<file path="config.mk">
export PLATFORM = sky130hd
export DESIGN_NAME = signed_div_32bit_seq
export DESIGN_NICKNAME = d
export VERILOG_FILES = /design/src/rtl/signed_div_32bit_seq_pkg.sv /design/src/rtl/signed_div_32bit_seq_cond_neg.sv /design/src/rtl/signed_div_32bit_seq.sv
export SDC_FILE = /design/constraint.sdc
export NUM_CORES = 1
export LEC_CHECK = 0
export CAP_MARGIN = 20
export CORE_ASPECT_RATIO = 1.2
export CORE_MARGIN = 8
export CORE_UTILIZATION = 50
export DETAILED_ROUTE_END_ITERATION = 6
export DONT_BUFFER_PORTS = 1
export GPL_TIMING_DRIVEN = 0
export PLACE_DENSITY = 0.63
export SLEW_MARGIN = 0
export SYNTH_ARGS = -nofsm -noshare
export SYNTH_HDL_FRONTEND = slang
export SYNTH_SLANG_ARGS = --single-unit
</file>
<file path="constraint.sdc">
create_clock -name clk -period 10 [get_ports clk]
set_clock_uncertainty 0.1 [all_clocks]
set_input_delay 1.5 -clock clk [delete_from_list [all_inputs] [get_ports clk]]
set_output_delay 1.5 -clock clk [all_outputs]
set_load 0.05 [all_outputs]
</file>
<file path="src/rtl/signed_div_32bit_seq_pkg.sv">
// Shared definitions for the sequential 32-bit RV32M divider.
// Holds the datapath width, the op encoding (RV32M funct3[1:0]),
// the controller state encoding and the fixed operation latency.
package signed_div_32bit_seq_pkg;

    localparam int unsigned XLEN        = 32;
    localparam int unsigned DIV_LATENCY = 33;

    typedef enum logic [1:0] {
        OP_DIV  = 2'b00,
        OP_DIVU = 2'b01,
        OP_REM  = 2'b10,
        OP_REMU = 2'b11
    } op_e;

    typedef enum logic [1:0] {
        S_IDLE = 2'b00,
        S_RUN  = 2'b01,
        S_FIX  = 2'b10
    } state_e;

    // Signed ops have op[0] == 0; remainder ops have op[1] == 1.
    function automatic logic op_is_signed(input logic [1:0] o);
        return ~o[0];
    endfunction

    function automatic logic op_is_rem(input logic [1:0] o);
        return o[1];
    endfunction

endpackage

</file>
<file path="src/rtl/signed_div_32bit_seq_cond_neg.sv">
// Conditional two's-complement negation: dout = ctl ? -din : din.
// Ports:
//   ctl  - negate when high
//   din  - 32-bit input value
//   dout - 32-bit output value
module cond_neg_32bit
    import signed_div_32bit_seq_pkg::*;
(
    input  logic            ctl,
    input  logic [XLEN-1:0] din,
    output logic [XLEN-1:0] dout
);

    always_comb begin
        dout = ctl ? (~din + {{(XLEN-1){1'b0}}, 1'b1}) : din;
    end

endmodule

</file>
<file path="src/rtl/signed_div_32bit_seq.sv">
// Sequential restoring divider for RV32M DIV/DIVU/REM/REMU.
// One shift-subtract step per cycle, fixed 33-cycle latency from the
// accepting edge to the done pulse for every operand value.
// Ports:
//   clk    - rising-edge clock
//   rst_n  - asynchronous active-low reset
//   start  - operation request, sampled only in IDLE
//   abort  - synchronous kill of an in-flight operation
//   op     - 00 DIV, 01 DIVU, 10 REM, 11 REMU
//   a, b   - dividend / divisor, sampled with start
//   busy   - high while an operation is in flight
//   done   - one-cycle pulse, result valid while high
//   result - quotient or remainder, held until the next done
module signed_div_32bit_seq
    import signed_div_32bit_seq_pkg::*;
(
    input  logic            clk,
    input  logic            rst_n,
    input  logic            start,
    input  logic            abort,
    input  logic [1:0]      op,
    input  logic [XLEN-1:0] a,
    input  logic [XLEN-1:0] b,
    output logic            busy,
    output logic            done,
    output logic [XLEN-1:0] result
);

    state_e          state;
    op_e             op_q;
    logic [XLEN-1:0] divisor;
    logic [XLEN-1:0] quo;      // dividend shifts out MSB-first, quotient bits shift in
    logic [XLEN:0]   rem;      // 33-bit partial remainder
    logic [5:0]      cnt;
    logic            sign_a;
    logic            sign_b;
    logic            div_zero;

    logic            neg_a_ctl;
    logic            neg_b_ctl;
    logic [XLEN-1:0] abs_a;
    logic [XLEN-1:0] abs_b;

    logic [XLEN:0]   rem_shift;
    logic [XLEN+1:0] diff;
    logic            fits;

    logic            fix_ctl;
    logic [XLEN-1:0] res_sel;
    logic [XLEN-1:0] res_fixed;

    // Operand magnitudes; unsigned ops pass the raw value through.
    always_comb begin
        neg_a_ctl = op_is_signed(op) & a[XLEN-1];
        neg_b_ctl = op_is_signed(op) & b[XLEN-1];
    end

    cond_neg_32bit u_neg_a (.ctl(neg_a_ctl), .din(a), .dout(abs_a));
    cond_neg_32bit u_neg_b (.ctl(neg_b_ctl), .din(b), .dout(abs_b));

    // Restoring step: the 34-bit difference's top bit is the borrow.
    always_comb begin
        rem_shift = {rem[XLEN-1:0], quo[XLEN-1]};
        diff      = {rem, quo[XLEN-1]} - {2'b00, divisor};
        fits      = ~diff[XLEN+1];
    end

    // A zero divisor yields quotient all-ones and remainder |a| from the
    // plain datapath; only the quotient sign fix-up must be suppressed so
    // DIV by zero stays 0xFFFFFFFF while REM by zero restores a's sign.
    always_comb begin
        if (op_is_rem(op_q)) begin
            res_sel = rem[XLEN-1:0];
            fix_ctl = op_is_signed(op_q) & sign_a;
        end else begin
            res_sel = quo;
            fix_ctl = op_is_signed(op_q) & (sign_a ^ sign_b) & ~div_zero;
        end
    end

    cond_neg_32bit u_neg_res (.ctl(fix_ctl), .din(res_sel), .dout(res_fixed));

    always_ff @(posedge clk or negedge rst_n) begin
        if (!rst_n) begin
            state    <= S_IDLE;
            op_q     <= OP_DIV;
            divisor  <= '0;
            quo      <= '0;
            rem      <= '0;
            cnt      <= '0;
            sign_a   <= 1'b0;
            sign_b   <= 1'b0;
            div_zero <= 1'b0;
            busy     <= 1'b0;
            done     <= 1'b0;
            result   <= '0;
        end else begin
            done <= 1'b0;
            case (state)
                S_IDLE: begin
                    if (start) begin
                        op_q     <= op_e'(op);
                        quo      <= abs_a;
                        divisor  <= abs_b;
                        sign_a   <= neg_a_ctl;
                        sign_b   <= neg_b_ctl;
                        div_zero <= (b == '0);
                        rem      <= '0;
                        cnt      <= '0;
                        busy     <= 1'b1;
                        state    <= S_RUN;
                    end
                end
                S_RUN: begin
                    if (abort) begin
                        busy  <= 1'b0;
                        state <= S_IDLE;
                    end else begin
                        rem   <= fits ? diff[XLEN:0] : rem_shift;
                        quo   <= {quo[XLEN-2:0], fits};
                        cnt   <= cnt + 6'd1;
                        if (cnt == 6'(XLEN - 1)) begin
                            state <= S_FIX;
                        end
                    end
                end
                S_FIX: begin
                    if (!abort) begin
                        result <= res_fixed;
                        done   <= 1'b1;
                    end
                    busy  <= 1'b0;
                    state <= S_IDLE;
                end
                default: begin
                    busy  <= 1'b0;
                    state <= S_IDLE;
                end
            endcase
        end
    end

endmodule

</file>
## Word-level counts from Yosys, hierarchy flattened

Cells that the tools add are included.
Widths: inputs -> output; s select.

- Multiplexer cells: 24
- Add/sub/neg operators: 5
- Bitwise gates (word level): 14
- Eq/ne operators: 7
- Reduce and logical (&&, ||, !) cells: 8

Operators with widths:

| kind | count |
|---|---|
| $mux 32 | 6 |
| $mux 33 | 3 |
| $add 32x1->32 const B | 3 |
| $not 32->32 | 3 |
| $pmux 33 s2 | 1 |
| $pmux 32 s2 | 1 |
| $sub 34x32->34 | 1 |
| $logic_not 32->1 | 1 |
| $mux 6 | 2 |
| $pmux 6 s2 | 1 |
| $reduce_and 2->1 | 4 |
| $add 6x1->6 const B | 1 |
| $eq 6x5->1 const B | 1 |
| $mux 2 | 3 |
| $ne 2x2->1 const B | 3 |
| $and 1x1->1 | 5 |
| $mux 1 | 5 |
| $not 1->1 | 5 |
| $pmux 2 s2 | 1 |
| $ne 3x3->1 const B | 1 |
| $reduce_and 3->1 | 1 |
| $eq 2x1->1 const B | 1 |
| $eq 2x2->1 const B | 1 |
| $logic_not 2->1 | 1 |
| other kinds (3) | 3 |

- Output and inout port bits: 34
- Bits of input ports: 70
- Register bits after elaboration: 144

## Longest topological paths before layout

Gate-level depths: netlist (run 1).

- Depth in word-level cells: 5
- Gate-level depth with buffers: 17
- Mapped depth without buffers: 12

## Hierarchy

A second synthesis (run 1) with hierarchy kept.

- Cell total of the unflattened synthesis: 1138
- Area, all modules: 10247.3 µm²

Modules (own cells, without submodules):

| module | cells an instance | instances | area an instance (µm²) |
|---|---|---|---|
| signed_div_32bit_seq | 841 | 1 | 7916.3 |
| cond_neg_32bit | 99 | 3 | 777.0 |

## Least setup slack after synthesis (run 1)

Ideal clock, no wire load.

- Path type: register to register
- Start point: reg op_q[1]
- End point: reg result[28]
- Data arrival time: 3445 ps
- Path buffers: 7
- Cell stages (with the launch flop): 18
- Setup slack: 6321 ps
- Cell sequence: dfrtp_1 buf_6 buf_6 buf_2 buf_2 buf_2 buf_2 mux2i_1 ha_1 o221ai_1 nor2_1 a31oi_1 o21bai_1 or2_2 clkbuf_1 a21oi_1 xor2_1 o21ai_0

- Longest elaborated chain between the ends: 4
- Elaborated cells between the ends (all ways): 5

Ends and longest elaborated chain:

| item | RTL line | RTL |
|---|---|---|
| from (decl) | signed_div_32bit_seq.sv:30 | `op_e op_q;` |
| from (signal assigned) | signed_div_32bit_seq.sv:102 | `op_q <= op_e'(op);` |
| $mux 32 | signed_div_32bit_seq.sv:72 | `if (op_is_rem(op_q)) begin` |
| $not 32->32 | signed_div_32bit_seq_cond_neg.sv:15 | `dout = ctl ? (~din + {{(XLEN-1){1'b0}}, 1'b1}) : din;` |
| $add 32x1->32 | signed_div_32bit_seq_cond_neg.sv:15 |  |
| $mux 32 * | signed_div_32bit_seq_cond_neg.sv:15 |  |
| to (signal assigned) | signed_div_32bit_seq.sv:129 | `result <= res_fixed;` |
| to (decl) | signed_div_32bit_seq.sv:26 | `output logic [XLEN-1:0] result` |

Mark *: on every way between the ends. The rest lies on a longest branch, timed or not.
A chain may end at the register's enable or synchronous reset.

## Worst setup path after layout (run 1)

Same ends and word-level chain as after synthesis.

==> results by group, run 1 <==
Timing
  – Highest achievable clock rate: 206.4 MHz
  – Final setup violation count: 0
  – Final-layout worst hold slack: ~0.37 ns
  – Post-layout minimum cycle time: 4.844 ns
  – Unrepaired setup endpoints after global routing: no
  – Actual transition at the worst max-transition pin: 0.8115 ns
  – Final count of hold timing violations: 0
  – Sum Neg Setup Slack: 0 ns
  – Final worst path period share: 48.44%
  – Max Transition Viols Final: 0
  – Worst slew slack as a fraction of its limit: 45.70%

Global routing
  – Number of global-route vias before repair: 8915
  – First-pass GRT wire length: 46560 um
  – Congestion Overflow GR: 0
  – Largest net degree at the start of global routing: 145
  – Overall global routing resource usage: between 20% and 30%
  – Antenna violations before repair: 0

Worst setup path
  – Largest delay share family, worst path: buffers and inverters
  – Library cell appearing most often on the critical path: sky130_fd_sc_hd__buf_2
  – Cell at the slowest stage of the critical path: sky130_fd_sc_hd__dfrtp_1
  – Crit path kind: reg -> reg
  – Highest cell delay on the worst timing path: 0.46 ns
  – Critical-path maximum fanout: 10
  – Crit path launch type: flip-flop
  – Data arrival at the endpoint of the critical path: 5.04 ns
  – Critical path data required time: 10.20 ns
  – CP endpoint kind: flip-flop
  – Number of buffers and inverters on the critical path: 7
  – Cells along the critical path: buf_6 > buf_6 > buf_2 > buf_2 > buf_2 > buf_2 > mux2i_1 > ha_1 > o221ai_1 > nor2_1 > a31oi_1 > o21bai_1 > or2_2 > clkbuf_1 > a21oi_1 > xor2_1 > o21ai_0

Synth
  – EDFF count, synth: 0
  – Synthesized instance count: 1217
  – Mean instance size in the synthesized netlist: approximately 8.3 um^2
  – Count of yosys warnings during synthesis: 0
  – Count of distinct cell types in the synthesized netlist: 66
  – Mapped Nets: 1324
  – Dominant register cell in the synthesized netlist: sky130_fd_sc_hd__dfrtp_1
  – Sequential share of the synthesized area: 35.85%
  – Cell Area, Synth: 10050 um^2
  – FF+latch count, synth: about 140
  – Async set-reset flop share out of synthesis: 100.0%

Placed design
  – Port bufs: 0
  – Final estimated routing congestion in global placement: 0.9118
  – Dpl hpwl: 22530 um

Clock tree
  – CTS Root Cell: sky130_fd_sc_hd__clkbuf_16
  – Gates resized, CTS repair: 0
  – Number of H-tree levels: 4
  – Hold-fix buffers at CTS: 0
  – Clock-pin transition on the worst setup and hold timing paths: 0.06 ns
  – Clock Latency Late Sink: ~0.43 ns
  – Number of CTS-inserted buffers: 17
  – CTS tree: yes
  – Max Buffers Root-to-Sink: 2
  – Count of clock tree sinks: 144
  – Buffers inserted by post-CTS timing repair: 0

Cells and area
  – Most common cell after layout, fill and taps aside: sky130_fd_sc_hd__nand2_1
  – Fillcell total: 1937
  – Layout cells sized above 1: 4.567%
  – Area overhead of the layout relative to synthesis: 9.224%
  – Diode insertion count for antenna repair: 0
  – Most frequent cells in the layout: sky130_fd_sc_hd__nand2_1, sky130_fd_sc_hd__o21ai_0, sky130_fd_sc_hd__dfrtp_1
  – Number of nets in the layout: ~1300

Drt
  – Pre-Repair DR Iteration Count: 5
  – DRC Markers: 0
  – ANT nets after route: 0
  – Total number of vias: roughly 8800
  – Wire length per cell: 18.96 um
  – DRC marker count from the first detailed-route iteration: about 600
  – Total Wirelength: 28690 um
  – Number of vias per cell after detailed routing: 5.838

Floorplan
  – Chip width: 145.4 um
  – Core ar.: 19970 um^2
  – Ports: around 100
  – Floorplan die area: 24910 um^2
  – Row Count: 57
  – Initial core utilization: 50.33%
  – Die height: about 170 um

Status
  – Status: complete, no violations

Power and ir drop
  – Worst ir drop on vdd: 0.1448 mV
  – Comb pwr share: between 50 and 60%
  – Share of power burned in the clock network: 20.1%
  – Switching share of power: approximately 43%
  – Total power after layout: 3235 uW
  – Flop pwr share: 28.1%
  – Leakage power total: 0.004709 uW
  – Power per cell area: 294.7 nW/um^2
  – Switching Power: 1405 uW
  – Cell-internal power: 1830 uW

Hold path
  – Path type of the worst min-delay path: reg -> reg

Job
  – Max Cap Viol: 0
[sequential cells by signal, summed over array words and instances (netlist names)]
| register | cells |
|---|---|
| done | 1 |
| sign_a | 1 |
| divisor | 32 |
| cnt | 6 |
| rem | 33 |
| quo | 32 |
| busy | 1 |
| state | 2 |
| op_q | 2 |
| sign_b | 1 |
| div_zero | 1 |
| result | 32 |
[worst reg2reg max path: cells and delay by family (launching register included)]
| kind | cells | cell delay, ns |
|---|---|---|
| mux | 1 | 0.33 |
| compound gates | 5 | 0.96 |
| buf+inv | 7 | 1.87 |
| fa+ha+maj | 1 | 0.26 |
| xor+xnor | 1 | 0.15 |
| simple gates | 2 | 0.57 |
| flops | 1 | 0.46 |
[power by group through the flow]
| stage | Sequential [uW] | Combinational (uW) | Clock (uW) |
|---|---|---|---|
| 2_1_floorplan | 825 | 1340 | 0 |
| 3_3_place_gp | 907 | 1630 | 0 |
| 3_5_place_dp | 909 | 1650 | 0 |
| 4_1_cts | 899 | 1670 | 656 |
| 5_1_grt | 925 | 1870 | 676 |
| 6_report | 909 | 1680 | 649 |
[layer usage]
| metal | GRT usage, % | vias up | wire, um |
|---|---|---|---|
| li1 | - | 4351 | - |
| met4 | 9.429 | 0 | 805 |
| met5 | 0 | - | 0 |
| met2 | 40.99 | 240 | 13980 |
| met1 | 27.42 | 4198 | 12400 |
| met3 | 4.553 | 44 | 1503 |
[stage by stage]
stage	instances	utilization, %	instance area, um^2	worst slack, ns
5_1_grt	1513	54.97	10980	4.984
2_1_floorplan	1217	-	10050	6.321
6_report	1513	54.97	10980	5.156
4_1_cts	1513	54.97	10980	5.193
3_3_place_gp	1482	51.99	10380	5.236
3_5_place_dp	1482	51.99	10380	5.228
[cell type report]
type                            instances  area [um^2]  share of cell area [%]
Buffer                                 58        275.3                   2.507
Clock buffer                           20        456.7                   4.160
Clock inverter                         11        138.9                   1.265
Inverter                               44        165.2                   1.504
Multi-Input combinational cell        971         6007                   54.72
Sequential cell                       144         3603                   32.82
Tap cell                              265        331.6                   3.020
[worst paths after layout]
kind | cells after the start | to | slack [ns] | start
max | 17 | result[28] | 5.16 | op_q[1]
min | 1 | state[1] | 0.37 | cnt[5]
max reg2reg | 17 | result[28] | 5.16 | op_q[1]
min reg2reg | 1 | state[1] | 0.37 | cnt[5]
max in group asynchronous | 0 | cnt[2] | 8.91 | rst_n
min in group asynchronous | 0 | result[6] | 0.67 | rst_n
[cell families (layout without fill, tap and decap cells)]
group                    Yosys count  in the layout  share of synthesized area, %
AO/OA/AOI/OAI                    383            383                         22.25
XOR/XNOR                         116            116                         10.11
adder cells (fa/ha/maj)           37             37                         4.681
buffers and inverters            102            133                         4.382
flip-flops                       144            144                         35.85
multiplexers                      44             44                         4.407
AND/OR/NAND/NOR                  391            391                         18.32
[Yosys cell counts (3+ instances only)]
master / instances / share of area (%)
sky130_fd_sc_hd__a211oi_1: 6 / 0.45
sky130_fd_sc_hd__a21o_1: 18 / 1.3
sky130_fd_sc_hd__a21oi_1: 99 / 4.9
sky130_fd_sc_hd__a22o_1: 3 / 0.26
sky130_fd_sc_hd__a22oi_1: 18 / 1.3
sky130_fd_sc_hd__a31oi_1: 11 / 0.68
sky130_fd_sc_hd__a32oi_1: 4 / 0.35
sky130_fd_sc_hd__and2_1: 4 / 0.25
sky130_fd_sc_hd__and3_1: 4 / 0.25
sky130_fd_sc_hd__buf_1: 3 / 0.11
sky130_fd_sc_hd__buf_2: 4 / 0.20
sky130_fd_sc_hd__buf_6: 7 / 0.78
sky130_fd_sc_hd__clkbuf_1: 44 / 1.6
sky130_fd_sc_hd__dfrtp_1: 144 / 36
sky130_fd_sc_hd__ha_1: 36 / 4.5
sky130_fd_sc_hd__inv_1: 44 / 1.6
sky130_fd_sc_hd__mux2i_1: 42 / 4.2
sky130_fd_sc_hd__nand2_1: 171 / 6.4
sky130_fd_sc_hd__nand2b_1: 15 / 0.93
sky130_fd_sc_hd__nand3_1: 9 / 0.45
sky130_fd_sc_hd__nand3b_1: 3 / 0.22
sky130_fd_sc_hd__nand4_1: 13 / 0.81
sky130_fd_sc_hd__nor2_1: 92 / 3.4
sky130_fd_sc_hd__nor2b_1: 12 / 0.75
sky130_fd_sc_hd__nor3_1: 25 / 1.2
sky130_fd_sc_hd__nor3b_1: 10 / 0.75
sky130_fd_sc_hd__nor4_1: 9 / 0.56
sky130_fd_sc_hd__nor4_2: 3 / 0.37
sky130_fd_sc_hd__o211ai_1: 6 / 0.45
sky130_fd_sc_hd__o21a_1: 7 / 0.52
sky130_fd_sc_hd__o21ai_0: 162 / 8.1
sky130_fd_sc_hd__o21ai_1: 8 / 0.40
sky130_fd_sc_hd__o21bai_1: 8 / 0.60
sky130_fd_sc_hd__o31ai_1: 9 / 0.67
sky130_fd_sc_hd__o41ai_1: 5 / 0.44
sky130_fd_sc_hd__or3_1: 5 / 0.31
sky130_fd_sc_hd__or4_1: 4 / 0.30
sky130_fd_sc_hd__xnor2_1: 61 / 5.3
sky130_fd_sc_hd__xor2_1: 55 / 4.8
Power figures use the tool's default switching activity.
==> inputs of run 2 (changes only) <==
==> constraint.sdc (replaced) <==
create_clock -name clk -period 4.93 [get_ports clk]
set_clock_uncertainty 0.1 [all_clocks]
set_input_delay 0.7395 -clock clk [delete_from_list [all_inputs] [get_ports clk]]
set_output_delay 0.7395 -clock clk [all_outputs]
set_load 0.05 [all_outputs]
==> results by group, run 2 (synthesis gave the netlist of run 1 again) <==
Floorplan
  – Ports: 104 (unchanged)
  – Initial core utilization: 50.33% (unchanged)
  – Chip width: 145.4 um (unchanged)
  – Floorplan die area: 24910 um^2 (unchanged)
  – Row Count: 57 (unchanged)
  – Die height: 171.3 um (unchanged)
  – Core ar.: 19970 um^2 (unchanged)

Clock tree
  – Count of clock tree sinks: 144 (unchanged)
  – CTS tree: yes
  – Number of CTS-inserted buffers: 17 (unchanged)
  – CTS Root Cell: sky130_fd_sc_hd__clkbuf_16
  – Clock-pin transition on the worst setup and hold timing paths: 0.06 ns (about the same)
  – Number of H-tree levels: 4 (unchanged)
  – Max Buffers Root-to-Sink: 2 (unchanged)
  – Clock Latency Late Sink: 0.43 ns (about the same)

Global routing
  – Antenna violations before repair: 0 (unchanged)
  – Congestion Overflow GR: 0 (unchanged)
  – Largest net degree at the start of global routing: 145 (unchanged)
  – Overall global routing resource usage: 23.24% (+0.029 points)
  – Number of global-route vias before repair: 8923 (+0.090%)
  – First-pass GRT wire length: 46610 um (+0.10%)

Drt
  – Total number of vias: 8816 (-0.19%)
  – Uppermost layer routed: met4
  – Routed met1 length: 12340 um (-0.42%)
  – Wire length per cell: 18.92 um (-0.22%)
  – ANT nets after route: 0 (unchanged)
  – DRC Markers: 0 (unchanged)
  – Total Wirelength: 28640 um (-0.15%)
  – DRC marker count from the first detailed-route iteration: 587 (-2.5%)
  – Metal2 WL: 13890 um (-0.64%)
  – Number of vias per cell after detailed routing: 5.823 (-0.26%)
  – Detailed-routed wire length on met3: 1557 um (+3.6%)
  – Pre-Repair DR Iteration Count: 5 (unchanged)

Placed design
  – Dpl hpwl: 22530 um (unchanged)
  – Port bufs: 0 (unchanged)
  – Final estimated routing congestion in global placement: 0.9118 (unchanged)
  – Setup Slack @ Placement: 0.1581 ns (-5.070 ns)

Cells and area
  – Area overhead of the layout relative to synthesis: 9.549%
  – Number of flip-flops under the largest register name: 33 (unchanged)
  – Diode insertion count for antenna repair: 0 (unchanged)
  – Most common cell after layout, fill and taps aside: sky130_fd_sc_hd__nand2_1
  – Layout cells sized above 1: 4.644% (+0.076 points)
  – Largest reg by FF count: rem
  – Sequential cell area in the final layout: 3603 um^2 (unchanged)
  – Number of nets in the layout: 1344 (+0.074%)
  – Fillcell total: 1934 (-0.15%)
  – Most frequent cells in the layout: sky130_fd_sc_hd__nand2_1, sky130_fd_sc_hd__o21ai_0, sky130_fd_sc_hd__dfrtp_1
  – Multi-input logic area: 6007 um^2 (unchanged)

Worst setup path
  – Critical path data required time: 5.13 ns (-5.07 ns)
  – Crit path kind: reg -> reg
  – Cells along the critical path: buf_6 > buf_6 > buf_2 > buf_2 > clkbuf_4 > clkbuf_4 > mux2i_1 > ha_1 > o221ai_1 > nor2_1 > a31oi_1 > o21bai_1 > or2_2 > clkbuf_1 > a21oi_1 > xor2_1 > o21ai_0
  – Data arrival at the endpoint of the critical path: 4.86 ns (-0.18 ns)
  – Number of buffers and inverters on the critical path: 7 (unchanged)
  – Crit path launch type: flip-flop
  – Largest delay share family, worst path: buffers and inverters
  – Critical-path maximum fanout: 10 (unchanged)
  – Cell at the slowest stage of the critical path: sky130_fd_sc_hd__dfrtp_1
  – Reg2reg start: op_q[1]
  – CP endpoint kind: flip-flop
  – Timing startpoint of the critical path: op_q[1]
  – Highest cell delay on the worst timing path: 0.46 ns (about the same)

Timing
  – Final worst path period share: 94.59% (+46 points)
  – Final setup violation count: 0 (unchanged)
  – Highest achievable clock rate: 214.5 MHz (+3.9%)
  – Sum Neg Setup Slack: 0 ns (unchanged)
  – Unrepaired setup endpoints after global routing: no
  – Post-layout minimum cycle time: 4.663 ns (-0.1813 ns)
  – Max Transition Viols Final: 0 (unchanged)
  – Final count of hold timing violations: 0 (unchanged)
  – Actual transition at the worst max-transition pin: 0.8170 ns (+0.005480 ns)
  – Final worst-path setup slack: 0.2669 ns (-4.889 ns)
  – Final-layout worst hold slack: 0.1810 ns (-0.1911 ns)
  – Worst slew slack as a fraction of its limit: 45.33% (-0.37 points)

Hold path
  – Path type of the worst min-delay path: in -> async

Power and ir drop
  – Worst ir drop on vdd: 0.2943 mV (+100%)
  – Power per cell area: 598.1 nW/um^2 (+100%)
  – Leakage power total: 0.004723 uW (+0.28%)

Job
  – Max Cap Viol: 0 (unchanged)

Status
  – Status: complete, no violations
## run 2: cell count changes in the layout (fill, tap and decap cells not counted), sizes merged
cell and change:
buf -1, clkbuf +2
## run 2: layer usage
| layer | track usage [%] | vias up |
|---|---|---|
| met5 | 0 | - |
| met1 | 27.55 | 4165 |
| met4 | 9.429 | 0 |
| li1 | - | 4353 |
| met3 | 4.474 | 54 |
| met2 | 40.99 | 244 |
## run 2: what timing repair did
item,CTS,global route
buffers inserted,0,0
gates resized for setup,0,2
setup endpoints to repair,0,4
endpoints found under the hold margin,144,0
hold buffers,1,0
## run 2: final timing paths
path / to / slack (ns) / cells after the start
max: result[28] / 0.27 / 17
min: result[5] / 0.18 / 1
max reg2reg: result[28] / 0.27 / 17
min reg2reg: state[1] / 0.37 / 1
max in group asynchronous: cnt[1] / 3.97 / 1
min in group clk: op_q[0] / 0.32 / 2
## run 2: power by group
part           leakage, uW  switching (uW)  internal, uW
combinational      0.00257            1970          1450
sequential         0.00186             394          1450
clock             0.000291             504           815
## run 2: metrics by stage
stage	instances	area [um^2]	power [uW]	utilization, %
floorplan	1217	10050	4395	-
global placement	1482	10380	5152	51.99
detailed placement	1482	10380	5194	51.99
CTS	1514	11010	6559	55.11
global route	1514	11010	7081	55.14
finish	1514	11010	6585	55.14
## run 2: final cells by class
class	count	share of cell area, %
multi-input cells	971	54.56
flip-flops and latches	144	32.73
clock buffers	20	4.148
well taps	265	3.011
plain buffers	58	2.545
inverters	44	1.500
clock inverters	11	1.261
repair buffers	1	0.2500
==> inputs of run 3 (changes only) <==
--- a/config.mk
+++ b/config.mk
@@ -8,11 +8,12 @@
 export CAP_MARGIN = 20
 export CORE_ASPECT_RATIO = 1.2
 export CORE_MARGIN = 8
-export CORE_UTILIZATION = 50
+export CORE_UTILIZATION = 40
 export DETAILED_ROUTE_END_ITERATION = 6
 export DONT_BUFFER_PORTS = 1
 export GPL_TIMING_DRIVEN = 0
-export PLACE_DENSITY = 0.63
+export PLACE_DENSITY = 0.52
+export RECOVER_POWER = 25
 export SLEW_MARGIN = 0
 export SYNTH_ARGS = -nofsm -noshare
 export SYNTH_HDL_FRONTEND = slang
==> results by group, run 3 (synthesis gave the netlist of run 1 again) <==
Clock tree
  – Number of H-tree levels: 4 (unchanged)
  – Buffers inserted by post-CTS timing repair: 0 (unchanged)
  – Number of CTS-inserted buffers: 17 (unchanged)
  – Max Buffers Root-to-Sink: 2 (unchanged)
  – CTS Root Cell: sky130_fd_sc_hd__clkbuf_16
  – Clock-pin transition on the worst setup and hold timing paths: 0.07 ns (about the same)
  – CTS tree: yes
  – Count of clock tree sinks: 144 (unchanged)
  – Clock Latency Late Sink: 0.43 ns (about the same)

Timing
  – Max Transition Viols Final: 145 (+145)
  – Final count of hold timing violations: 0 (unchanged)
  – Worst slew slack as a fraction of its limit: -139.8% (-190 points)
  – Highest achievable clock rate: 217.1 MHz (+1.2%)
  – Final-layout worst hold slack: 0.3237 ns (+0.1427 ns)
  – Final setup violation count: 0 (unchanged)
  – Final worst path period share: 93.43% (-1.2 points)
  – Post-layout minimum cycle time: 4.606 ns (-0.05705 ns)
  – Actual transition at the worst max-transition pin: 3.597 ns (+2.780 ns)

Worst setup path
  – Library cell appearing most often on the critical path: sky130_fd_sc_hd__clkbuf_4
  – Cells along the critical path: buf_6 > buf_6 > buf_2 > clkbuf_4 > clkbuf_4 > clkbuf_4 > mux2i_1 > ha_1 > o221ai_1 > nor2_2 > a31oi_1 > o21bai_1 > or2_2 > clkbuf_1 > a21oi_1 > xor2_1 > o21ai_0
  – CP endpoint kind: flip-flop
  – Critical path data required time: 5.12 ns (about the same)
  – Crit path launch type: flip-flop
  – Crit path kind: reg -> reg
  – Cell at the slowest stage of the critical path: sky130_fd_sc_hd__dfrtp_1
  – Data arrival at the endpoint of the critical path: 4.79 ns (-0.07 ns)
  – Critical-path maximum fanout: 10 (unchanged)
  – Highest cell delay on the worst timing path: 0.46 ns (about the same)

Placed design
  – Port bufs: 0 (unchanged)
  – Final estimated routing congestion in global placement: 0.9049 (-0.76%)
  – Dpl hpwl: 23970 um (+6.4%)
  – Cell area after placement: 10460 um^2 (+0.72%)

Drt
  – ANT nets after route: 0 (unchanged)
  – Total Wirelength: 30290 um (+5.8%)
  – Pre-Repair DR Iteration Count: 5 (unchanged)
  – Wire length per cell: 19.23 um (+1.7%)
  – Total number of vias: 8703 (-1.3%)
  – Number of vias per cell after detailed routing: 5.526 (-5.1%)
  – DRC marker count from the first detailed-route iteration: 542 (-7.7%)
  – DRC Markers: 0 (unchanged)

Cells and area
  – Sequential cell area in the final layout: 3603 um^2 (unchanged)
  – Fillcell total: 2497 (+29%)
  – Layout cells sized above 1: 4.880% (+0.24 points)
  – Largest reg by FF count: rem
  – Number of nets in the layout: 1344 (unchanged)
  – Multi-input logic area: 6010 um^2 (about the same)
  – Final instance area: 11140 um^2 (+1.2%)
  – Diode insertion count for antenna repair: 0 (unchanged)
  – Number of flip-flops under the largest register name: 33 (unchanged)
  – Most frequent cells in the layout: sky130_fd_sc_hd__nand2_1, sky130_fd_sc_hd__o21ai_0, sky130_fd_sc_hd__dfrtp_1
  – Most common cell after layout, fill and taps aside: sky130_fd_sc_hd__nand2_1
  – Area overhead of the layout relative to synthesis: 10.87%

Global routing
  – Grt met2 use: 33.91% (-7.1 points)
  – Antenna violations before repair: 0 (unchanged)
  – Overall global routing resource usage: 19.88% (-3.4 points)
  – Largest net degree at the start of global routing: 145 (unchanged)
  – Grt met1 use: 24.10% (-3.5 points)
  – Met3 GRT Util: 3.827% (-0.65 points)
  – Congestion Overflow GR: 0 (unchanged)
  – Number of global-route vias before repair: 8832 (-1.0%)
  – GR peak layer: met2
  – First-pass GRT wire length: 47950 um (+2.9%)

Floorplan
  – Row Count: 63 (+11%)
  – Ports: 104 (unchanged)
  – Core ar.: 24670 um^2 (+24%)
  – Chip width: 160.7 um (+11%)
  – Die height: 189.6 um (+11%)
  – Floorplan die area: 30480 um^2 (+22%)
  – Initial core utilization: 40.74% (-9.6 points)

Status
  – Violations in the final reports: capacitance limit, slew limit
  – Status: finished, violations left

Power and ir drop
  – Leakage power total: 0.004742 uW (+0.41%)
  – Worst ir drop on vdd: 0.2429 mV (-17%)
  – Power per cell area: 605.4 nW/um^2 (+1.2%)
  – Total power after layout: 6746 uW (+2.4%)

Hold path
  – Path type of the worst min-delay path: in -> reg

Job
  – Max Cap Viol: 1 (+1)
-- run 3: cell types whose count changed in the layout (fill, tap and decap cells not counted) --
| cell | previous run | this run |
|---|---|---|
| sky130_fd_sc_hd__nor2_2 | 0 | 1 |
| sky130_fd_sc_hd__clkbuf_8 | 2 | 3 |
| sky130_fd_sc_hd__buf_2 | 2 | 1 |
| sky130_fd_sc_hd__buf_16 | 1 | 0 |
| sky130_fd_sc_hd__clkbuf_2 | 0 | 1 |
| sky130_fd_sc_hd__bufinv_16 | 3 | 5 |
| sky130_fd_sc_hd__clkinvlp_4 | 2 | 3 |
| sky130_fd_sc_hd__inv_6 | 0 | 2 |
| sky130_fd_sc_hd__nor2_1 | 92 | 91 |
| sky130_fd_sc_hd__clkbuf_4 | 2 | 3 |
| sky130_fd_sc_hd__clkinv_2 | 5 | 1 |
| sky130_fd_sc_hd__clkbuf_1 | 45 | 44 |
-- run 3: per-layer routing --
metal | routed length (um) | share of wire (%)
met1 | 13100 | 43
met2 | 14610 | 48
met3 | 1678 | 5.5
met4 | 910 | 3.0
met5 | 0 | 0
-- run 3: worst paths after layout --
kind                             from    endpoint  slack (ns)  cells after the start
hold / removal                  op[0]     op_q[0]        0.32                      2
min in group asynchronous       rst_n   result[6]        1.39                      1
max in group asynchronous       rst_n      cnt[5]        1.20                      1
setup / recovery              op_q[1]  result[28]        0.32                     17
hold reg to reg            divisor[2]  divisor[2]        0.38                      2
setup reg to reg              op_q[1]  result[28]        0.32                     17
-- run 3: power breakdown --
part	internal, uW	switching, uW	total, uW
Sequential	1450	403	1850
Clock	942	525	1470
Combinational	1450	1980	3430
-- run 3: area by class of cell --
cell class / count / area share (%)
Multi-Input combinational cell: 971 / 53.93
Sequential cell: 144 / 32.34
Clock buffer: 20 / 4.188
Tap cell: 325 / 3.649
Buffer: 58 / 2.538
Clock inverter: 12 / 1.830
Inverter: 44 / 1.482
Timing Repair Buffer: 1 / 0.04491
-- run 3: worst max-delay path, delay by kind of cell, from the launching register on --
family                     cells  cell delay (ns)
AOI/OAI and AO/OA              5             0.93
xor gates and xnor gates       1             0.15
adders and majority gates      1             0.26
buffers and inverters          7             1.72
DFF                            1             0.46
muxes                          1             0.29
and+or+nand+nor                2             0.53
-- run 3: metrics by stage --
stage	instances	setup WS, ns	setup TNS (ns)	utilization, %
final	1575	0.3240	0	45.16
after global routing	1575	-0.004476	-0.004476	45.16
after CTS	1575	0.01588	0	45.22
after detailed placement	1542	0.04363	0	42.39
after global placement	1542	0.02898	0	42.39
after floorplan	1217	1.251	0	-
-- run 3: repair_timing --
| item | in CTS | in global routing |
|---|---|---|
| resized for setup | 0 | 4 |
| endpoints found under the hold margin | 144 | 0 |
| endpoints found under the setup margin | 0 | 5 |
| hold buffers | 1 | 0 |
